`src/rtl/imem_loader_pkg.sv`:
```
// Shared definitions for the instruction-memory loader and the instruction BRAM.
// DEPTH_WORDS lives here so the loader's capacity check and the BRAM depth agree.
package imem_loader_pkg;

  typedef enum logic [2:0] {
    ST_CNT_HI,
    ST_CNT_LO,
    ST_DATA,
    ST_WRITE,
    ST_DONE,
    ST_ERROR
  } imem_ld_state_t;

  localparam int unsigned BYTES_PER_WORD   = 4;
  localparam int unsigned WORD_BYTES_LOG2  = 2;
  localparam int unsigned IMEM_DEPTH_WORDS = 1024;

endpackage

```
`src/rtl/imem_loader_byte_word_packer.sv`:
```
// Packs a big-endian byte stream into 32-bit words; word_valid_o fires on the
// accept of the last byte of a word, with word_o already holding the full word.
module byte_word_packer
  import imem_loader_pkg::*;
(
  input  logic        clk,
  input  logic        reset,
  input  logic        clear_i,
  input  logic        byte_en_i,
  input  logic [7:0]  byte_i,
  output logic [31:0] word_o,
  output logic        word_valid_o
);

  logic [WORD_BYTES_LOG2-1:0] idx_q;
  logic [31:0]                word_q;

  always_ff @(posedge clk) begin
    if (reset || clear_i) begin
      idx_q <= '0;
    end else if (byte_en_i) begin
      idx_q <= idx_q + WORD_BYTES_LOG2'(1);
    end
  end

  always_ff @(posedge clk) begin
    if (reset) begin
      word_q <= '0;
    end else if (byte_en_i) begin
      word_q <= word_o;
    end
  end

  // Earlier bytes shift toward the MSBs, so the first byte ends in bits 31:24.
  always_comb begin
    word_o       = {word_q[23:0], byte_i};
    word_valid_o = byte_en_i && (idx_q == WORD_BYTES_LOG2'(BYTES_PER_WORD - 1));
  end

endmodule

```
`src/rtl/imem_loader.sv`:
```
// Fills instruction memory from a length-prefixed byte stream and holds the
// CPU in reset until the program has been written.
module imem_loader
  import imem_loader_pkg::*;
#(
  parameter int unsigned DEPTH_WORDS = IMEM_DEPTH_WORDS,
  parameter logic [31:0] BASE_ADDR   = 32'h0000_0000
) (
  input  logic        clk,
  input  logic        reset,
  input  logic        start,
  input  logic [7:0]  in_data,
  input  logic        in_valid,
  output logic        in_ready,
  output logic        mem_ena,
  output logic        mem_wea,
  output logic [31:0] mem_addr,
  output logic [31:0] mem_din,
  output logic        cpu_hold,
  output logic        load_done,
  output logic        load_error,
  output logic [15:0] words_written
);

  imem_ld_state_t state_q, state_d;
  logic [15:0]    count_q;
  logic [15:0]    words_q;
  logic [15:0]    words_inc;
  logic [15:0]    count_new;
  logic [31:0]    mem_addr_q;
  logic [31:0]    mem_din_q;
  logic [31:0]    packed_word;
  logic           word_valid;
  logic           accept;
  logic           rearm;

  assign accept    = in_valid && in_ready;
  assign rearm     = start && ((state_q == ST_DONE) || (state_q == ST_ERROR));
  assign words_inc = words_q + 16'd1;
  assign count_new = {count_q[15:8], in_data};

  byte_word_packer u_packer (
    .clk          (clk),
    .reset        (reset),
    .clear_i      (rearm),
    .byte_en_i    (accept && (state_q == ST_DATA)),
    .byte_i       (in_data),
    .word_o       (packed_word),
    .word_valid_o (word_valid)
  );

  always_ff @(posedge clk) begin
    if (reset) begin
      state_q <= ST_CNT_HI;
    end else begin
      state_q <= state_d;
    end
  end

  always_comb begin
    state_d = state_q;
    unique case (state_q)
      ST_CNT_HI: if (accept) state_d = ST_CNT_LO;
      ST_CNT_LO: begin
        if (accept) begin
          if (count_new == 16'd0)                   state_d = ST_DONE;
          else if (32'(count_new) > DEPTH_WORDS)    state_d = ST_ERROR;
          else                                      state_d = ST_DATA;
        end
      end
      ST_DATA:   if (word_valid) state_d = ST_WRITE;
      ST_WRITE:  state_d = (words_inc == count_q) ? ST_DONE : ST_DATA;
      ST_DONE,
      ST_ERROR:  if (start) state_d = ST_CNT_HI;
      default:   state_d = ST_CNT_HI;
    endcase
  end

  // Address and data are captured on the last byte's accept edge so they are
  // already stable during the single WRITE cycle and hold afterwards.
  always_ff @(posedge clk) begin
    if (reset) begin
      count_q    <= '0;
      words_q    <= '0;
      mem_addr_q <= BASE_ADDR;
      mem_din_q  <= '0;
    end else begin
      if (accept && (state_q == ST_CNT_HI)) count_q[15:8] <= in_data;
      if (accept && (state_q == ST_CNT_LO)) count_q[7:0]  <= in_data;
      if (word_valid) begin
        mem_din_q  <= packed_word;
        mem_addr_q <= BASE_ADDR + (32'(words_q) << WORD_BYTES_LOG2);
      end
      if (state_q == ST_WRITE) words_q <= words_inc;
      if (rearm)               words_q <= '0;
    end
  end

  always_comb begin
    in_ready      = !reset && ((state_q == ST_CNT_HI) || (state_q == ST_CNT_LO) ||
                               (state_q == ST_DATA));
    mem_ena       = (state_q == ST_WRITE);
    mem_wea       = (state_q == ST_WRITE);
    mem_addr      = mem_addr_q;
    mem_din       = mem_din_q;
    cpu_hold      = (state_q != ST_DONE);
    load_done     = (state_q == ST_DONE);
    load_error    = (state_q == ST_ERROR);
    words_written = words_q;
  end

endmodule

```
`config.mk`:
```
export PLATFORM = sky130hd
export DESIGN_NAME = imem_loader
export DESIGN_NICKNAME = d
export VERILOG_FILES = /design/src/rtl/imem_loader_pkg.sv /design/src/rtl/imem_loader_byte_word_packer.sv /design/src/rtl/imem_loader.sv
export SDC_FILE = /design/constraint.sdc
export NUM_CORES = 1
export LEC_CHECK = 0
export BUFFER_PORTS_ARGS = -buffer_cell sky130_fd_sc_hd__buf_2
export CAP_MARGIN = 20
export CORE_ASPECT_RATIO = 0.8
export CORE_MARGIN = 5
export CORE_UTILIZATION = 54
export DETAILED_ROUTE_END_ITERATION = 7
export PLACE_DENSITY = 0.8
export SYNTH_ARGS = -nofsm -noshare
export SYNTH_HDL_FRONTEND = slang
export SYNTH_SLANG_ARGS = --single-unit
```
`constraint.sdc`:
```
create_clock -name clk -period 2.51 [get_ports clk]
set_input_delay 0.502 -clock clk [delete_from_list [all_inputs] [get_ports clk]]
set_output_delay 0.502 -clock clk [all_outputs]
set_load 0.005 [all_outputs]
```
## Word level (Yosys, flattened, before mapping)

Index checks and enable logic that the tools add are counted.

| storage, ports and cells | value |
|---|---|
| logic and storage cells | 48 |
| bits in registers | 109 |
| output and inout port bits | 86 |
| input bits | 12 |

| cells by class | value |
|---|---|
| mux-type cells | 8 |
| add/subtract/negate cells | 2 |
| reductions and logical operators | 17 |
| equal/unequal tests | 12 |
| $lt $le $gt $ge | 1 |

Operators with widths:

| cell | count |
|---|---|
| $mux 3 | 7 |
| $add 16x1->16 const B | 1 |
| $eq 16x16->1 | 1 |
| $gt 16x11->1 const B | 1 |
| $logic_not 16->1 | 1 |
| $pmux 3 s5 | 1 |
| $logic_and 1x1->1 | 7 |
| $eq 3x2->1 const B | 2 |
| $eq 3x3->1 const B | 2 |
| $ne 2x2->1 const B | 3 |
| $logic_or 1x1->1 | 4 |
| $reduce_and 4->1 | 1 |
| $reduce_or 2->1 | 2 |
| $eq 3x1->1 const B | 1 |
| $logic_not 3->1 | 1 |
| $ne 3x3->1 const B | 1 |
| $add 2x1->2 const B | 1 |
| $eq 2x2->1 const B | 1 |
| $ne 2x1->1 const B | 1 |
| $logic_not 1->1 | 1 |

## Logic depth before layout (Yosys ltp)

| logic depth | value |
|---|---|
| depth after elaboration | 9 |
| depth in mapped cells | 9 |
| mapped depth without buffers | 8 |

## Cells and area by module

From an unflattened synthesis, not the netlist that was laid out.

| unflattened totals | value |
|---|---|
| cell total of the unflattened synthesis | 516 |
| area, all modules | 4967.3 sq um |

Modules (own cells, without submodules):

| module | cells each | area each (sq um) | instances |
|---|---|---|---|
| imem_loader | 422 | 3943.8 | 1 |
| byte_word_packer | 94 | 1023.5 | 1 |

## Worst setup path after synthesis

Ideal clock, no wire load.

| path | value |
|---|---|
| path kind | register to register |
| start | reg words_q[0] (netlist: words_written[0]) |
| end | reg state_q[2] |
| buffers on the path | 1 |
| setup slack | 261 ps |
| stages on the path, launching flop included | 10 |
| required time | 2450 ps |
| data arrival time | 2189 ps |
| cell sequence | dfxtp_1 ha_1 buf_2 nand3_4 or4b_4 o211ai_2 mux2i_1 a41o_1 nor4_2 a32o_1 |

| on the way | value |
|---|---|
| cells in the longest elaborated chain, start to end | 4 |

Ends and longest elaborated chain:

| item | RTL line | RTL |
|---|---|---|
| from (decl) | imem_loader.sv:27 | `logic [15:0] words_q;` |
| from (signal assigned) | imem_loader.sv:94 | `if (state_q == ST_WRITE) words_q <= words_inc;` |
| $add 16x1->16 | imem_loader.sv:39 | `assign words_inc = words_q + 16'd1;` |
| $eq 16x16->1 | imem_loader.sv:72 | `ST_WRITE: state_d = (words_inc == count_q) ? ST_DONE : ST_DATA;` |
| $mux 3 | imem_loader.sv:72 |  |
| $pmux 3 s5 | imem_loader.sv:62 | `unique case (state_q)` |
| to (signal assigned) | imem_loader.sv:56 | `state_q <= state_d;` |
| to (decl) | imem_loader.sv:25 | `imem_ld_state_t state_q, state_d;` |

No other way between the ends.
A chain may end at the register's enable or synchronous reset.

## Worst setup path after layout

| path | value |
|---|---|
| start | reg words_q[1] (netlist: words_written[1]) |
| end | reg state_q[2] |

The elaborated chain is that of the path after synthesis.

==> impl_metrics.csv <==
group,metric,value,unit
route,first_pass_iters,5,
synth,synth_xor_area_share,6.10,%
synth,ys_async_sr_fraction,0,%
floorplanning,start_util,55.6,%
sta,min_period,2.34,ns
clocking,numCtsBuffers,9,
layout,layout_common_cells,"nand2_1, dfxtp_1, a21oi_1, buf_2, nor2_1",
route,vias,4243,
run,maxCapViolCount,0,
synth,synthSimpleGateAreaFrac,23.9,%
sta,max_freq,427,MHz
route,wl,11600,um
critical_path,worstSetupEndpoint,"state_q[2]$_SDFFE_PP0P_",
critical_path,startpoint_type,"register",
sta,fin_skew,0.0102,ns
power,powerDensity,554,nW/um2
global_routing,grt_pass1_wl,19300,um
route,drt_iter0_markers,274,
synth,synth-main-ff-cell,"dfxtp_1",
global_routing,antenna_found_initial,0,
clocking,clockRootBuffer,"clkbuf_8",
floorplanning,die_y,93.8,um
floorplanning,die_area,10800,um2
sta,slew_violations,0,
global_routing,grt_usage,22.1,%
layout,stdcell_area,5420,um2
sta,hold_violations,0,
clocking,cts_hold_buf,0,
synth,yosys_warnings,0,
global_routing,overflow,0,
floorplanning,rows,30,
synth,ys_types,49,
floorplanning,core,8520,um2
synth,synth_top_family_by_area,"simple AND/OR/NAND/NOR gates",
layout,register_area,2180,um2
route,wl_per_cell,14.8,um
placed_design,port_buffers,81,
global_routing,grt_max_degree,94,
synth,ys_seq_area_share,46.0,%
synth,synth_fa_ha_area_share,0.739,%
route,drc,0,
layout,final_common_cell,"nand2_1",
critical_path,reg2reg_slack,0.17,ns
layout,nets,678,
placed_design,placed_area,5200,um2
route,via_per_inst,5.43,
synth,syn_area,4740,um2
clocking,htreeDepth,3,
sta,worst_pin_slew,0.922,ns
critical_path,end_kind,"register",
synth,synth.area.mux_share,3.83,%
sta,setup-violations-final,0,
outcome,status,"completed",
sta,period_share,93.3,%
layout,multiInputGateArea,2290,um2
route,antenna_left,0,
critical_path,crit_fanout,9,
critical_path,worstPathRequired,2.82,ns
synth,synth_edf_count,0,
synth,synth-seq-cells,109,
power,ir_drop,0.297,mV
clocking,cts_tree,"built",
sta,rsz0062_at_grt,"no",
global_routing,grt_pass1_vias,3913,
clocking,path_clk_slew,0.11,ns
critical_path,rr_startpoint,"words_written[1]$_SDFFE_PP0P_",
synth,syn_avg_cell_area,7.95,um2
synth,synth-compound-area-share,12.4,%
placed_design,place_hpwl,8360,um
critical_path,regToRegEndpoint,"state_q[2]$_SDFFE_PP0P_",
layout,fillers,768,
clocking,clock_sinks,109,
critical_path,crit_type,"register to register",
worst_hold_path,hold_class,"input port to register",
placed_design,place.gp.congestion,0.959,
critical_path,r2r_cells,8,
clocking,clock_path_buffers,2,
clocking,worstSkewPairLatency,0.36,ns
sta,slew_headroom,38.6,%
layout,areaGrowthSynthToFinish,14.4,%
layout,drive_gt1_share,18.4,%
power,p_total,3.00,mW
layout,post_layout_nonfiller_instances,781,
floorplanning,ios,98,
critical_path,cp-startpoint,"words_written[1]$_SDFFE_PP0P_",
critical_path,worstPathArrival,2.65,ns
floorplanning,die_width,115,um
layout,antenna_cells,0,
sta,finalSetupTns,0,ns
power,leakagePower,2.19,nW
placed_design,dp_cells,763,
sta,hold_slack,0.415,ns
synth,synthCells,596,
## power breakdown
group | switching, mW | leakage (nW) | internal [mW]
clock | 0.612 | 0.101 | 0.482
combinational | 0.0948 | 1.21 | 0.0535
sequential | 0.0211 | 0.879 | 1.74
total | 0.727 | 2.19 | 2.28
## worst min-delay path by stage
stage / start / endpoint / slack [ns] / depth (start not counted)
floorplan: u_packer.word_q[16]$_SDFFE_PP0P_ / mem_din[24]$_SDFFE_PP0P_ / 0.43 / 2
global placement: mem_addr[9]$_SDFFE_PP0P_ / mem_addr[9]$_SDFFE_PP0P_ / 0.44 / 2
detailed placement: mem_din[17]$_SDFFE_PP0P_ / mem_din[17]$_SDFFE_PP0P_ / 0.44 / 2
CTS: in_data[3] / u_packer.word_q[3]$_SDFFE_PP0P_ / 0.40 / 3
global route: in_data[4] / u_packer.word_q[4]$_SDFFE_PP0P_ / 0.40 / 3
finish: in_data[1] / u_packer.word_q[1]$_SDFFE_PP0P_ / 0.42 / 3
## per-stage QoR
stage          util, %  setup slack [ns]
2_1_floorplan        -             0.261
3_3_place_gp      61.0             0.301
3_5_place_dp      61.0             0.217
6_report          63.6             0.168
5_1_grt           63.6            0.0336
4_1_cts           63.5             0.186
## routing by layer
| layer | up-vias | routed length (um) | global-route usage, % |
|---|---|---|---|
| met5 | - | 0 | 0 |
| met4 | 0 | 132 | 5.47 |
| met3 | 11 | 841 | 4.83 |
| met2 | 138 | 5240 | 33.6 |
| met1 | 2021 | 5370 | 31.8 |
| li1 | 2073 | - | - |
## flip-flops by register name, summed over array words and instances (netlist names)
| signal | count |
|---|---|
| words_written | 16 |
| mem_addr | 16 |
| u_packer.idx_q | 2 |
| count_q | 16 |
| mem_din | 32 |
| u_packer.word_q | 24 |
| state_q | 3 |
## area by class of cell
class,count,area share (%)
Inverter,11,0.761
Timing Repair Buffer,98,10.3
Tap cell,112,2.58
Sequential cell,109,40.2
Clock inverter,6,1.48
Multi-Input combinational cell,435,42.3
Clock buffer,10,2.35
## synth_stat cells (2+ instances only)
master    instances  area share (%)
nor4_2            2            0.53
buf_2            10             1.1
o21ai_0           7            0.74
a21o_1            2            0.32
xor2_1           16             3.0
xnor2_1          17             3.1
and2_1            3            0.40
a41o_1            2            0.42
nand2_1         165              13
dfxtp_1         109              46
o211ai_1          2            0.32
nor3_2            2            0.42
clkbuf_1         27             2.1
nand3b_1          2            0.32
nor3_1            6            0.63
a21oi_1          81             8.6
a211o_1           3            0.55
nor2_1           43             3.4
nor4_1            4            0.53
ha_1              2            0.53
or3_1             2            0.26
buf_4            17             2.7
inv_1            11            0.87
nand3_1          15             1.6
mux2i_1          17             3.6
nand4_1           6            0.79
## worst max-delay path, cell delays in order (launching register included)
cell and delay (ns):
dfxtp_1 0.43, ha_1 0.25, nand3_4 0.13, or4b_4 0.51
o211ai_2 0.07, mux2i_1 0.10, a41o_1 0.23, nor4_2 0.34
a32o_1 0.23
## cell families after synthesis
group,count (synthesis)
compound gates,105
fa+ha+maj,3
mux,18
xor+xnor,33
simple gates,260
other cells,1
flops,109
buf+inv,67
## repair_timing
action	in CTS	in global routing
buffers inserted	0	2
resized for setup	0	1
setup endpoints to repair	0	1
No activity file was read; power rests on OpenSTA's default activity.
